`config.mk`:
```
export PLATFORM = sky130hd
export DESIGN_NAME = taxi_qsfp_port_ctrl
export DESIGN_NICKNAME = d
export VERILOG_FILES = /design/src/rtl/taxi_qsfp_port_ctrl.sv
export SDC_FILE = /design/constraint.sdc
export NUM_CORES = 2
export LEC_CHECK = 0
export BUFFER_PORTS_ARGS = -buffer_cell sky130_fd_sc_hd__buf_2
export CAP_MARGIN = 20
export CORE_ASPECT_RATIO = 0.5
export CORE_MARGIN = 2
export CORE_UTILIZATION = 45
export DETAILED_ROUTE_END_ITERATION = 6
export PLACE_DENSITY_LB_ADDON = 0.25
export SYNTH_ARGS = -nofsm -noshare
export SYNTH_HDL_FRONTEND = slang
export SYNTH_SLANG_ARGS = --single-unit
```
`constraint.sdc`:
```
create_clock -name clk -period 100.1 [get_ports clk]
set_clock_uncertainty 0.2 [all_clocks]
set_input_delay 30.03 -clock clk [delete_from_list [all_inputs] [get_ports clk]]
set_output_delay 30.03 -clock clk [all_outputs]
set_load 0.02 [all_outputs]
```
`src/rtl/taxi_qsfp_port_ctrl.sv`:
```
// taxi_qsfp_port_ctrl
// -------------------
// Per-port QSFP28 module management sequencer sitting between the cage pins
// and the Ethernet core. Each port synchronises and debounces modprsl, then
// runs a reset/init sequence (resetl low, then t_init wait) before
// reporting ready. Module interrupts are latched into a sticky flag while the
// port is ready.
//
// Optional build feature:
//   TAXI_QSFP_LPMODE_EN  when defined, lpmode is held high until the port
//                        reaches READY; when undefined, lpmode is tied low.
//
// Ports (bit i of every vector belongs to port i):
//   clk             module clock
//   rst             asynchronous active-high reset
//   pll_locked      Ethernet reference PLL lock (asynchronous)
//   port_modprsl    module present, active-low (asynchronous)
//   port_intl       module interrupt, active-low (asynchronous)
//   port_reset_req  one-cycle software reset request
//   int_clear       one-cycle clear of the sticky interrupt flag
//   port_resetl     module reset, active-low
//   port_lpmode     module low-power mode
//   port_present    debounced presence
//   port_ready      module initialised, MAC may enable
//   port_int        sticky interrupt flag
module taxi_qsfp_port_ctrl #(
  parameter int PORT_CNT        = 15,
  parameter int DEBOUNCE_CYCLES = 125000,
  parameter int RESET_CYCLES    = 1250,
  parameter int INIT_CYCLES     = 250000000
) (
  input  logic                clk,
  input  logic                rst,
  input  logic                pll_locked,
  input  logic [PORT_CNT-1:0] port_modprsl,
  input  logic [PORT_CNT-1:0] port_intl,
  input  logic [PORT_CNT-1:0] port_reset_req,
  input  logic [PORT_CNT-1:0] int_clear,
  output logic [PORT_CNT-1:0] port_resetl,
  output logic [PORT_CNT-1:0] port_lpmode,
  output logic [PORT_CNT-1:0] port_present,
  output logic [PORT_CNT-1:0] port_ready,
  output logic [PORT_CNT-1:0] port_int
);

  // Counter width is derived from the longest interval; not a parameter.
  localparam int MAX_RD  = (RESET_CYCLES > DEBOUNCE_CYCLES) ? RESET_CYCLES : DEBOUNCE_CYCLES;
  localparam int MAX_CYC = (INIT_CYCLES > MAX_RD) ? INIT_CYCLES : MAX_RD;
  localparam int CNT_W   = $clog2(MAX_CYC + 1);

  localparam logic [CNT_W-1:0] DEB_LAST  = CNT_W'(DEBOUNCE_CYCLES - 1);
  localparam logic [CNT_W-1:0] RST_LAST  = CNT_W'(RESET_CYCLES - 1);
  localparam logic [CNT_W-1:0] INIT_LAST = CNT_W'(INIT_CYCLES - 1);
  localparam logic [CNT_W-1:0] CNT_MAX   = '1;

  typedef enum logic [1:0] {
    ST_ABSENT,
    ST_RESET,
    ST_INIT,
    ST_READY
  } state_t;

  // Two-flop synchronisers, reset to the inactive pin levels.
  logic                lock_s1, lock_s2;
  logic [PORT_CNT-1:0] modprsl_s1, modprsl_s2;
  logic [PORT_CNT-1:0] intl_s1, intl_s2;

  // NOTE: sequential state is updated only with non-blocking assignments so
  // every flop samples pre-edge values regardless of block ordering.
  always_ff @(posedge clk or posedge rst) begin
    if (rst) begin
      lock_s1    <= 1'b0;
      lock_s2    <= 1'b0;
      modprsl_s1 <= '1;
      modprsl_s2 <= '1;
      intl_s1    <= '1;
      intl_s2    <= '1;
    end else begin
      lock_s1    <= pll_locked;
      lock_s2    <= lock_s1;
      modprsl_s1 <= port_modprsl;
      modprsl_s2 <= modprsl_s1;
      intl_s1    <= port_intl;
      intl_s2    <= intl_s1;
    end
  end

  for (genvar g = 0; g < PORT_CNT; g++) begin : g_port
    // ---------------- presence debounce ----------------
    logic             accepted;   // accepted modprsl level (active-low)
    logic [CNT_W-1:0] deb_cnt;
    logic             present;

    always_ff @(posedge clk or posedge rst) begin
      if (rst) begin
        accepted <= 1'b1;
        deb_cnt  <= '0;
      end else if (modprsl_s2[g] != accepted) begin
        // Any sample equal to the accepted level restarts the run below.
        if (deb_cnt == DEB_LAST) begin
          accepted <= modprsl_s2[g];
          deb_cnt  <= '0;
        end else if (deb_cnt != CNT_MAX) begin
          deb_cnt <= deb_cnt + 1'b1;
        end
      end else begin
        deb_cnt <= '0;
      end
    end

    assign present = ~accepted;

    // ---------------- sequencer FSM ----------------
    state_t           state, state_nxt;
    logic [CNT_W-1:0] cnt, cnt_nxt, cnt_inc;
    logic             resetl_q, ready_q, int_q;

    assign cnt_inc = (cnt == CNT_MAX) ? cnt : cnt + 1'b1;

    // NOTE: every signal written here gets a default first so no path
    // leaves it unassigned and no latch is inferred.
    always_comb begin
      state_nxt = state;
      cnt_nxt   = cnt_inc;
      if (state != ST_ABSENT && (!present || !lock_s2)) begin
        // Removal outranks PLL loss, which outranks a software request.
        state_nxt = ST_ABSENT;
        cnt_nxt   = '0;
      end else if (state != ST_ABSENT && port_reset_req[g]) begin
        state_nxt = ST_RESET;
        cnt_nxt   = '0;
      end else begin
        case (state)
          ST_ABSENT: begin
            cnt_nxt = '0;
            if (present && lock_s2) state_nxt = ST_RESET;
          end
          ST_RESET: begin
            if (cnt == RST_LAST) begin
              state_nxt = ST_INIT;
              cnt_nxt   = '0;
            end
          end
          ST_INIT: begin
            if (cnt == INIT_LAST) begin
              state_nxt = ST_READY;
              cnt_nxt   = '0;
            end
          end
          ST_READY: cnt_nxt = '0;
          default: begin
            state_nxt = ST_ABSENT;
            cnt_nxt   = '0;
          end
        endcase
      end
    end

    // Outputs are registered from the next state so they change on the
    // same edge as the state itself.
    always_ff @(posedge clk or posedge rst) begin
      if (rst) begin
        state    <= ST_ABSENT;
        cnt      <= '0;
        resetl_q <= 1'b0;
        ready_q  <= 1'b0;
        int_q    <= 1'b0;
      end else begin
        state    <= state_nxt;
        cnt      <= cnt_nxt;
        resetl_q <= (state_nxt == ST_INIT) || (state_nxt == ST_READY);
        ready_q  <= (state_nxt == ST_READY);
        if (state == ST_READY && state_nxt == ST_READY) begin
          // A new interrupt wins over a coincident clear.
          if (!intl_s2[g])        int_q <= 1'b1;
          else if (int_clear[g])  int_q <= 1'b0;
        end else begin
          int_q <= 1'b0;
        end
      end
    end

    assign port_present[g] = present;
    assign port_resetl[g]  = resetl_q;
    assign port_ready[g]   = ready_q;
    assign port_int[g]     = int_q;

`ifdef TAXI_QSFP_LPMODE_EN
    // Module stays in low-power mode until its init wait has completed.
    logic lpmode_q;

    always_ff @(posedge clk or posedge rst) begin
      if (rst) lpmode_q <= 1'b0;
      else     lpmode_q <= (state_nxt != ST_READY);
    end

    assign port_lpmode[g] = lpmode_q;
`else
    assign port_lpmode[g] = 1'b0;
`endif
  end

endmodule

```
==> metrics <==
top flop regs=g_port.cnt x420, g_port.deb_cnt x420, g_port.state x30; Inserted Clock Buffers=96; proportion of synthesized flip-flops having asynchronous set or reset=100%; total number of clock tree sinks=992; Hold Vio Cnt, Final=0; Hold Path Class=flip-flop to flip-flop; master cell of the clock root buffer=clkbuf_16; effective utilization at floorplan=45.4%; area added between synthesis and finish=8.80%; vias=46316; number of fill cells in the layout=11079; Synth top area share=42.0%; hold-fix buffer count after cts=0; post-cts sizing count=0; summed negative setup slack over all endpoints=0 ps; highest attainable clock frequency=approximately 30 MHz; final setup vio count=0; cell type with the highest occurrence count on the critical path=buf_4; post-route worst hold slack=approximately 140 ps; count of flip-flops with a built-in enable after synthesis=0; total leakage power=22.0 nW; antenna violations before repair=2; clock-pin slew of the registers on the worst-case setup and hold paths=70 ps; H-Tree Depth=3; overall routing resource usage=20.2%; period utilization=33.6%; post-synthesis area per instance=9.20 µm²; maximum number of pins on one net before global-route repair=159; power per standard cell area=13.6 nW/µm²; type of destination of the critical path=async pin; number of I/O pins=approximately 140; CP max stage cell=buf_4; clock tree from TritonCTS=built; list of cells traversed by the critical path=buf_2, inv_8, buf_12, buf_4, buf_4, buf_4; post-synthesis cell type count=92; core area=121000 µm²; Port Buffer Count=122; post-route minimum period=around 34000 ps; routability cong.=0.898; Yosys warning total=0; worst slew slack as a fraction of its limit=25.9%; number of max-capacitance violations reported=0; detail-routed via count per cell=just over 6; Critical Path Max Stage Delay=880 ps; first-pass iteration count of the detailed router=7; library cell with the highest instance count after synthesis=dfrtp_1; total power after layout=between 0.0008 and 0.0009 W; post-synthesis sequential area ratio=between 40% and 50%; synth cell count leaders=917 x dfrtp_1, 528 x nor2_1, 401 x nand2_1, 398 x a21oi_1, 333 x nand3_1; number of global-route vias before repair=43922; slew at the pin closest to its max-slew limit=1100 ps; average wire length per cell after detail routing=16.8 µm; arrival time reported for the critical path endpoint=around 34000 ps; startpoint types=primary input; highest fanout seen on the critical path=between 150 and 200; die area=125000 µm²; CTS max path bufs=3; synthesized cell area=~55000 µm²; Chip Width=497 µm; Clock Latency Late Sink=710 ps; first-pass GRT wire length=218000 µm; required time of the worst setup path=100600 ps; main area contributors after synthesis=dfrtp_1 42%, xnor2_1 3.9%, a21oi_1 3.6%, nor2_1 3.6%, dfstp_2 3.6%; iteration-0 DRC count of the detailed router=3434; net total in the final layout=6015; Die Ht=251 µm; overall routed net length=128000 µm; fraction of final layout cells sized beyond drive strength 1=between 8 and 9%; Post-CTS Setup Repair Bufs=0; number of nets still failing antenna checks after routing=0; aggregate global routing overflow=0; outcome=finished clean; flop and latch count out of synthesis=around 1000; half-perimeter wire length after detailed placement=approximately 86000 µm; number of instances in the synthesized netlist=slightly below 6000; worst vdd rail ir drop=10.4 µV; max-slew violation total from the final report=0; Cell Rows=90; path type of the worst setup path=primary input to async pin; Synth Flop Type=dfrtp_1; Remaining DRCs=0; largest area contributor in the synthesized netlist=dfrtp_1; setup repair after global routing missed its margin=no
routing by layer:
layer  GRT usage (%)  vias up  share of wire, %
met5               0        -                 0
met4            4.84        0               1.8
met3            3.02      180               4.2
met2            33.2      969                48
met1            28.1    22880                46
li1                -    22287                 -
through the flow:
| stage | util, % | setup slack, ps | std cells | area, µm² |
|---|---|---|---|---|
| after global placement | 46.6 | 65500 | 7408 | 56200 |
| final | 49.3 | 66460 | 7599 | 59500 |
| after global routing | 49.3 | 65620 | 7596 | 59500 |
| after CTS | 49.3 | 66160 | 7590 | 59400 |
| after detailed placement | 46.6 | 65380 | 7413 | 56200 |
| after floorplan | - | 42080 | 5960 | 54800 |
final cells by class:
class                   instances  area, µm²  area share [%]
flip-flops and latches        992      24900            41.9
clock buffers                 133       2700            4.54
well taps                    1610       2010            3.38
repair buffers                173       1040            1.75
diodes                          3       7.51          0.0126
multi-input cells            4489      27700            46.6
inverters                     155        589           0.990
clock inverters                44        529           0.889
final timing paths:
path	start	to	slack, ps	depth (start not counted)
min in group asynchronous	rst	g_port[12].cnt[5]	29260	2
max in group clk	g_port[6].accepted	port_present[6]	68260	2
min	modprsl_s1[1]	modprsl_s2[1]	140	0
max	rst	g_port[0].state[1]	66460	6
min reg2reg	modprsl_s1[1]	modprsl_s2[1]	140	0
max reg2reg	g_port[10].cnt[0]	g_port[10].cnt[0]	96980	6
kinds of logic (layout without fill, tap and decap cells):
group / after synthesis / after routing / synth area share [%]
XOR/XNOR: 322 / 322 / 5.16
adder cells (fa/ha/maj): 45 / 45 / 1.03
AND/OR/NAND/NOR: 2844 / 2844 / 29.0
other: 1 / 18 / 0.00686
AO/OA/AOI/OAI: 1213 / 1213 / 14.3
buffers and inverters: 479 / 505 / 3.95
multiplexers: 50 / 50 / 0.936
flip-flops: 992 / 992 / 45.6
power breakdown:
| part | switching (W) | leakage [nW] | total (W) | internal, W |
|---|---|---|---|---|
| logic | 0.0000184 | 6.92 | 0.0000238 | 0.00000538 |
| clock network | 0.000164 | 1.57 | 0.000377 | 0.000213 |
| registers | 0.00000298 | 13.5 | 0.000408 | 0.000405 |
cell usage in the layout (no fill, tap or decap), types with 67 or more instances in the layout:
master     instances
inv_1            154
nor2_1           528
nand3_1          333
dfrtp_1          917
clkbuf_16         96
and3_1           130
buf_2            125
xor2_1            81
nand4_1          243
a21oi_1          398
o21ai_0          217
a211oi_1          96
a31oi_1           67
or4_1            196
nor3_1           159
dfstp_2           75
o31ai_1          149
and4_1           126
xnor2_1          241
or3_1            227
nand2_1          401
nor4_1           191
worst max-delay path, delay by kind of cell:
family,cells,cell delay [ps]
buffers and inverters,6,3920
No activity file was read; power rests on OpenSTA's default activity.
